### config.mk
export PLATFORM = sky130hd
export DESIGN_NAME = mips_multicycle_core
export DESIGN_NICKNAME = d
export VERILOG_FILES = /design/src/rtl/mips_multicycle_core.sv
export SDC_FILE = /design/constraint.sdc
export NUM_CORES = 2
export LEC_CHECK = 0
export CAP_MARGIN = 20
export CORE_MARGIN = 10
export CORE_UTILIZATION = 55
export DETAILED_ROUTE_END_ITERATION = 8
export GPL_TIMING_DRIVEN = 0
export PLACE_DENSITY_LB_ADDON = 0.2
export SYNTH_ARGS = -nofsm -noshare
export SYNTH_HDL_FRONTEND = slang
export SYNTH_SLANG_ARGS = --single-unit
### constraint.sdc
create_clock -name clock -period 3.8 [get_ports clock]
set_input_delay 0.38 -clock clock [delete_from_list [all_inputs] [get_ports clock]]
set_output_delay 0.38 -clock clock [all_outputs]
set_load 0.02 [all_outputs]
### src/rtl/mips_multicycle_core.sv
// ---------------------------------------------------------------------------
// mips_multicycle_core
//   Multi-cycle MIPS32 core for the subset add, addi, lw, sw, sll, and, andi,
//   nor, beq, jal, jr, slt. Instructions and data share one memory port with
//   a ready handshake, so either access may stall for any number of cycles.
//
// Ports
//   clock, reset_n        rising-edge clock, asynchronous active-low reset
//   mem_req / mem_we      access request (held until mem_ready), 1 = store
//   mem_addr / mem_wdata  word-aligned byte address and store data
//   mem_rdata / mem_ready read data and completion strobe from memory
//   pc                    address of the instruction in progress
//   retire                one-cycle pulse in the last cycle of each instruction
//   wb_we/addr/data       register-file write trace (never reports $0)
//   illegal               sticky flag for bad encodings or misaligned lw/sw
// ---------------------------------------------------------------------------
module mips_multicycle_core #(
    parameter logic [31:0] RESET_PC = 32'h0000_0000
) (
    input  logic        clock,
    input  logic        reset_n,
    output logic        mem_req,
    output logic        mem_we,
    output logic [31:0] mem_addr,
    output logic [31:0] mem_wdata,
    input  logic [31:0] mem_rdata,
    input  logic        mem_ready,
    output logic [31:0] pc,
    output logic        retire,
    output logic        wb_we,
    output logic [4:0]  wb_addr,
    output logic [31:0] wb_data,
    output logic        illegal
);

    typedef enum logic [2:0] {IDLE, FETCH, DECODE, EXEC, MEM, WB} state_t;

    localparam logic [5:0] OP_RTYPE = 6'h00;
    localparam logic [5:0] OP_JAL   = 6'h03;
    localparam logic [5:0] OP_BEQ   = 6'h04;
    localparam logic [5:0] OP_ADDI  = 6'h08;
    localparam logic [5:0] OP_ANDI  = 6'h0C;
    localparam logic [5:0] OP_LW    = 6'h23;
    localparam logic [5:0] OP_SW    = 6'h2B;
    localparam logic [5:0] FN_SLL   = 6'h00;
    localparam logic [5:0] FN_JR    = 6'h08;
    localparam logic [5:0] FN_ADD   = 6'h20;
    localparam logic [5:0] FN_AND   = 6'h24;
    localparam logic [5:0] FN_NOR   = 6'h27;
    localparam logic [5:0] FN_SLT   = 6'h2A;

    state_t      state, state_next;
    logic [31:0] ir, mdr, a_reg, b_reg, alu_out;
    logic [31:0] regs [32];

    logic [5:0]  opcode, funct;
    logic [4:0]  rs, rt, rd, shamt, wb_dest;
    logic [31:0] imm_sext, imm_zext, pc_plus4, jump_target, ls_addr;
    logic [31:0] exec_result, wb_value;
    logic        is_rtype_alu, is_jr, is_addi, is_andi, is_lw, is_sw;
    logic        is_beq, is_jal, legal, misaligned, writes_back;

    // Instruction fields and class flags all come straight from IR, which is
    // stable from DECODE until the instruction retires.
    assign opcode      = ir[31:26];
    assign rs          = ir[25:21];
    assign rt          = ir[20:16];
    assign rd          = ir[15:11];
    assign shamt       = ir[10:6];
    assign funct       = ir[5:0];
    assign imm_sext    = {{16{ir[15]}}, ir[15:0]};
    assign imm_zext    = {16'h0000, ir[15:0]};
    assign pc_plus4    = pc + 32'd4;
    assign jump_target = {pc_plus4[31:28], ir[25:0], 2'b00};
    assign ls_addr     = a_reg + imm_sext;
    assign misaligned  = (ls_addr[1:0] != 2'b00);

    assign is_rtype_alu = (opcode == OP_RTYPE) &&
                          (funct == FN_ADD || funct == FN_AND || funct == FN_NOR ||
                           funct == FN_SLT || funct == FN_SLL);
    assign is_jr       = (opcode == OP_RTYPE) && (funct == FN_JR);
    assign is_addi     = (opcode == OP_ADDI);
    assign is_andi     = (opcode == OP_ANDI);
    assign is_lw       = (opcode == OP_LW);
    assign is_sw       = (opcode == OP_SW);
    assign is_beq      = (opcode == OP_BEQ);
    assign is_jal      = (opcode == OP_JAL);
    assign legal       = is_rtype_alu | is_jr | is_addi | is_andi | is_lw | is_sw | is_beq | is_jal;
    assign writes_back = is_rtype_alu | is_addi | is_andi;

    assign wb_dest  = (opcode == OP_RTYPE) ? rd : rt;
    assign wb_value = is_lw ? mdr : alu_out;

    // EXEC-stage ALU. addi and the lw/sw address share the sign-extended add,
    // so that is the default result; andi is the only zero-extended operand.
    always_comb begin
        exec_result = ls_addr;
        if (is_rtype_alu) begin
            case (funct)
                FN_ADD:  exec_result = a_reg + b_reg;
                FN_AND:  exec_result = a_reg & b_reg;
                FN_NOR:  exec_result = ~(a_reg | b_reg);
                FN_SLT:  exec_result = {31'b0, $signed(a_reg) < $signed(b_reg)};
                FN_SLL:  exec_result = b_reg << shamt;
                default: exec_result = a_reg + b_reg;
            endcase
        end else if (is_andi) begin
            exec_result = a_reg & imm_zext;
        end
    end

    // Control state register. Reset drops straight to IDLE, which also kills
    // any outstanding memory request without retrying it.
    always_ff @(posedge clock or negedge reset_n) begin
        if (!reset_n) state <= IDLE;
        else          state <= state_next;
    end

    // Next-state logic: memory states wait on mem_ready, everything that
    // retires early (bad encodings, branches, jumps, misaligned lw/sw, sw)
    // heads back to FETCH.
    always_comb begin
        state_next = state;
        case (state)
            IDLE:   state_next = FETCH;
            FETCH:  if (mem_ready) state_next = DECODE;
            DECODE: state_next = legal ? EXEC : FETCH;
            EXEC: begin
                if (writes_back)                 state_next = WB;
                else if ((is_lw || is_sw) && !misaligned) state_next = MEM;
                else                             state_next = FETCH;
            end
            MEM:    if (mem_ready) state_next = is_lw ? WB : FETCH;
            WB:     state_next = FETCH;
            default: state_next = IDLE;
        endcase
    end

    // Outputs decoded from the current state only, so the memory request is
    // naturally stable for as long as the core sits in FETCH or MEM, and the
    // write-back trace lines up with the cycle the register file is written.
    always_comb begin
        mem_req   = 1'b0;
        mem_we    = 1'b0;
        mem_addr  = 32'h0;
        mem_wdata = 32'h0;
        retire    = 1'b0;
        wb_we     = 1'b0;
        wb_addr   = 5'd0;
        wb_data   = 32'h0;
        case (state)
            FETCH: begin
                mem_req  = 1'b1;
                mem_addr = pc;
            end
            DECODE: retire = !legal;
            EXEC: begin
                retire = is_beq | is_jal | is_jr | ((is_lw | is_sw) & misaligned);
                if (is_jal) begin
                    wb_we   = 1'b1;
                    wb_addr = 5'd31;
                    wb_data = pc_plus4;
                end
            end
            MEM: begin
                mem_req   = 1'b1;
                mem_we    = is_sw;
                mem_addr  = alu_out;
                mem_wdata = is_sw ? b_reg : 32'h0;
                retire    = is_sw & mem_ready;
            end
            WB: begin
                retire = 1'b1;
                if (wb_dest != 5'd0) begin
                    wb_we   = 1'b1;
                    wb_addr = wb_dest;
                    wb_data = wb_value;
                end
            end
            default: ;
        endcase
    end

    // Datapath registers and register file. DECODE precomputes the branch
    // target into ALUOut so beq can resolve in EXEC; $0 is never written, so
    // it keeps reading as zero without a read-side special case.
    always_ff @(posedge clock or negedge reset_n) begin
        if (!reset_n) begin
            pc      <= RESET_PC;
            ir      <= 32'h0;
            mdr     <= 32'h0;
            a_reg   <= 32'h0;
            b_reg   <= 32'h0;
            alu_out <= 32'h0;
            illegal <= 1'b0;
            for (int i = 0; i < 32; i++) regs[i] <= 32'h0;
        end else begin
            case (state)
                FETCH: if (mem_ready) ir <= mem_rdata;
                DECODE: begin
                    a_reg   <= regs[rs];
                    b_reg   <= regs[rt];
                    alu_out <= pc_plus4 + (imm_sext << 2);
                    if (!legal) begin
                        illegal <= 1'b1;
                        pc      <= pc_plus4;
                    end
                end
                EXEC: begin
                    if (writes_back || is_lw || is_sw) alu_out <= exec_result;
                    if ((is_lw || is_sw) && misaligned) begin
                        illegal <= 1'b1;
                        pc      <= pc_plus4;
                    end
                    if (is_beq) pc <= (a_reg == b_reg) ? alu_out : pc_plus4;
                    if (is_jal) begin
                        regs[31] <= pc_plus4;
                        pc       <= jump_target;
                    end
                    if (is_jr) pc <= a_reg;
                end
                MEM: begin
                    if (mem_ready) begin
                        if (is_lw) mdr <= mem_rdata;
                        else       pc  <= pc_plus4;
                    end
                end
                WB: begin
                    if (wb_dest != 5'd0) regs[wb_dest] <= wb_value;
                    pc <= pc_plus4;
                end
                default: ;
            endcase
        end
    end

endmodule
==> impl_results.md <==
* Max reg flops at between 1,000 and 1,500
* Critical path origin: ir[27]
* CP max stage delay at 0.57 ns
* DP HPWL at ~230,000 µm
* WP data required at between 3 and 4 ns
* Fillers at between 10,000 and 15,000
* Syn avg cell area at 10.76 µm²
* Antenna violations before repair at 8
* Crit-path cells: or4_4, or3_4, buf_12, mux2i_4, nand3_4, o21ai_4, buf_12, clkbuf_16, o22ai_4, buf_6
* Compound-cell area share of the yosys netlist at 14.43%
* Drt pass-1 iters at 7
* Stages on worst setup path at 10
* Worst path bufs/invs at 4
* # Max-Cap Violations at 0
* Worst r2r path cells at 9
* GP Congestion at about 1.1
* CTS tree: built
* Yosys top cell by area: dfrtp_1
* Vias per cell at 7.000
* WHS at -0.4364 ns
* Fin worst setup slack at -0.2701 ns
* Worst setup path end: wb_data[19]
* Area growth, synth to finish at 17.08%
* Multiplexer area fraction after synthesis at about a quarter
* EDFF count, synth at 0
* Wirelength, routed at 299,300 µm
* Crit path kind: flop to output pin
* Unrepaired setup endpoints after global routing: yes
* Most used DFF post-synth: dfrtp_1
* CTS max path bufs at 3
* Post-synthesis adder-cell area fraction at under 10%
* Crit-path leading delay family: simple AND/OR/NAND/NOR gates
* FF-to-FF End: alu_out[29]
* Final Hold Fails at between 100 and 150
* Setup WS pre-CTS at -2.191 ns
* Residual DRC at 0
* Final setup fails at ~130
* Met1 Wirelength at 102,000 µm
* Synth cell types at slightly above 80
* Largest family of logic cells by synthesized area: multiplexers
* Synth warn at 0
* Wire length on met2 at ~140,000 µm
* Vias in the first global route at 61,120
* Leakage at about 0.035 µW
* Synth top area cells: dfrtp_1 43%, mux4_2 21%, a21oi_1 5.2%
* Outcome: finished, violations left
* Clk_skew at approximately 0.033 ns
* Fin crit period at about 4 ns
* Die footprint at about 140,000 µm²
* First-pass GRT wire length at 426,200 µm
* Psw at just under 30,000 µW
* Final Net Count at 7,163
* Slowest stage cell, crit path: or4_4
* Worst-Skew Late Latency at ~0.79 ns
* Highest clock rate at ~250 MHz
* Share of total power in combinational logic at between 50% and 60%
* Post-Synth Simple-Gate Area at about a tenth
* Met3 WL at between 30,000 and 40,000 µm
* Synth top area share at roughly 43%
* Synthesized area at roughly 70,000 µm²
* Row cnt at 131
* Post-synth ARST share at 100.0%
* GRT Total Usage at around 42%
* Crit path top cell by count: buf_12
* Gr ovfl total at 0
* Antenna-violating nets left at 0
* Startpoint Class: flop
* Floorplan Core Area at 127,500 µm²
* Power Dens Cells at 757.9 nW/µm²
* Biggest register: regs
* Hold WC Path Type: primary input to asynchronous set/reset pin
* Top routing layer in use: met5
* Critical Path Fanout Max at 8
* Height of the chip at approximately 380 µm
* Clock power share at 20.8%
* #FFs+latches synth at about 1,200
* XOR/XNOR Fraction of Synth Area at under 10%
* I/O Buffers at roughly 170
* Vias at 61,080
* Pwr Total at between 60,000 and 70,000 µW
* Die Width at around 380 µm
* Largest net degree at the start of global routing at between 150 and 200
* Sequential area share after synthesis at between 40% and 50%
* IO Count at approximately 170
* Switching Fraction at between 40% and 50%
* Mapped Nets at 6,746
* Final Cycle Share at 107.1%
* Layout cells sized above 1 at 22.08%
* Reg clk slew, reported paths at ~0.06 ns
* Relative slew slack at between 10% and 20%
* R2R Setup Slk at -0.20 ns
* Power Internal at roughly 34,000 µW
* DR WL/cell at around 34 µm
* Sequential fraction of design power at between 20% and 30%
* Worst VDD drop at 0.0005934 V
* Cts bufs inserted at 130
* Starting Density at about 55%
* Cell count after synthesis at 6,551
* Slew at the pin closest to its max-slew limit at 1.309 ns
* Max-slew violation count at 0
* TritonCTS Sinks at 1,220
* H-Tree Depth at 4
* Initial drt markers at approximately 8,400
* Failing checks: negative hold slack, negative setup slack
* Clock root buffer: clkbuf_16
* Crit path DAT at ~3.7 ns
* Worst flop-to-flop path startpoint: ir[6]
* Setup crit end kind: output pin
layer usage:
| layer | global-route usage [%] | vias up |
|---|---|---|
| met5 | 0 | - |
| met2 | 64.75 | 4217 |
| li1 | - | 24910 |
| met4 | 29.32 | 10 |
| met3 | 11.65 | 1017 |
| met1 | 49.94 | 30920 |
synthesized netlist by cell type, types with 32 or more instances:
cell,instances
clkbuf_1,523
a21o_1,34
nor2_1,726
xor2_1,35
xnor2_1,52
nand3_1,41
dfrtp_1,1220
a22o_1,34
mux4_2,669
a21oi_1,726
mux2_2,82
buf_1,81
and2_1,41
ha_1,157
nor3_1,56
nand2_1,661
o21ai_0,641
o22ai_1,46
inv_1,126
a221oi_1,32
mux2i_1,130
cells in the final DEF (no fill, tap or decap), drive strengths merged, types with 12 or more instances in the layout:
cell type         n
dfrtp          1220
nor2            727
clkbuf          727
a21oi           726
mux4            669
nand2           661
o21ai           648
buf             234
ha              157
clkdlybuf4s50   132
mux2i           131
inv             130
mux2             82
nor3             56
xnor2            52
o22ai            46
and2             42
nand3            41
xor2             35
a22o             34
a21o             34
a221oi           32
o211ai           29
a22oi            28
a211oi           27
and3             24
a31oi            22
clkinv           21
o21a             21
nand4            20
o22a             19
nor2b            19
o21bai           18
or3              17
a222oi           15
nand2b           12
how the worst min path moves through the flow:
| stage | endpoint | slack, ns | cells past startpoint |
|---|---|---|---|
| 2_1_floorplan | a_reg[0] | 0.08 | 0 |
| 3_3_place_gp | regs[997] | 0.45 | 1 |
| 3_5_place_dp | regs[840] | 0.40 | 1 |
| 4_1_cts | regs[840] | -0.40 | 1 |
| 5_1_grt | regs[807] | -0.38 | 1 |
| 6_report | regs[840] | -0.44 | 1 |
stage by stage:
step	TNS [ns]	instance area (µm²)	instances	util [%]
floorplan	0	70550	6551	-
global placement	-	74350	8385	58.31
detailed placement	-1005.19	74990	8420	58.80
CTS	-7.649	81610	8697	64.00
global route	-15.06	82560	8724	64.74
finish	-9.364	82560	8726	64.74
power groups by stage:
stage	Combinational (µW)	Sequential, µW	Clock [µW]
after floorplan	18100	16100	0
after global placement	27900	17500	0
after detailed placement	28500	17400	0
after CTS	30100	17400	12900
after global routing	33200	17600	13500
final	32000	17600	13000
layout make-up:
cell class / count / area, µm² / share of cell area, %
Multi-Input combinational cell: 4578 / 38910 / 47.13
Sequential cell: 1220 / 30570 / 37.03
Clock buffer: 190 / 3817 / 4.624
Timing Repair Buffer: 301 / 3253 / 3.940
Buffer: 611 / 3042 / 3.684
Tap cell: 1662 / 2079 / 2.519
Inverter: 126 / 473.0 / 0.5729
Clock inverter: 36 / 402.9 / 0.4880
Antenna cell: 2 / 5.005 / 0.006062
what timing repair did:
action	in CTS	in global routing
pin swaps	34	41
endpoints found under the setup margin	1393	561
hold endpoints to repair	136	136
gates resized for setup	694	253
gates cloned	4	2
setup buffers	59	28
kinds of logic after synthesis:
| logic type | count (synthesis) |
|---|---|
| muxes | 882 |
| adders and majority gates | 160 |
| DFF | 1220 |
| AOI/OAI and AO/OA | 1788 |
| xor gates and xnor gates | 87 |
| buffers and inverters | 753 |
| and+or+nand+nor | 1661 |
(Power assumes the default switching activity.)
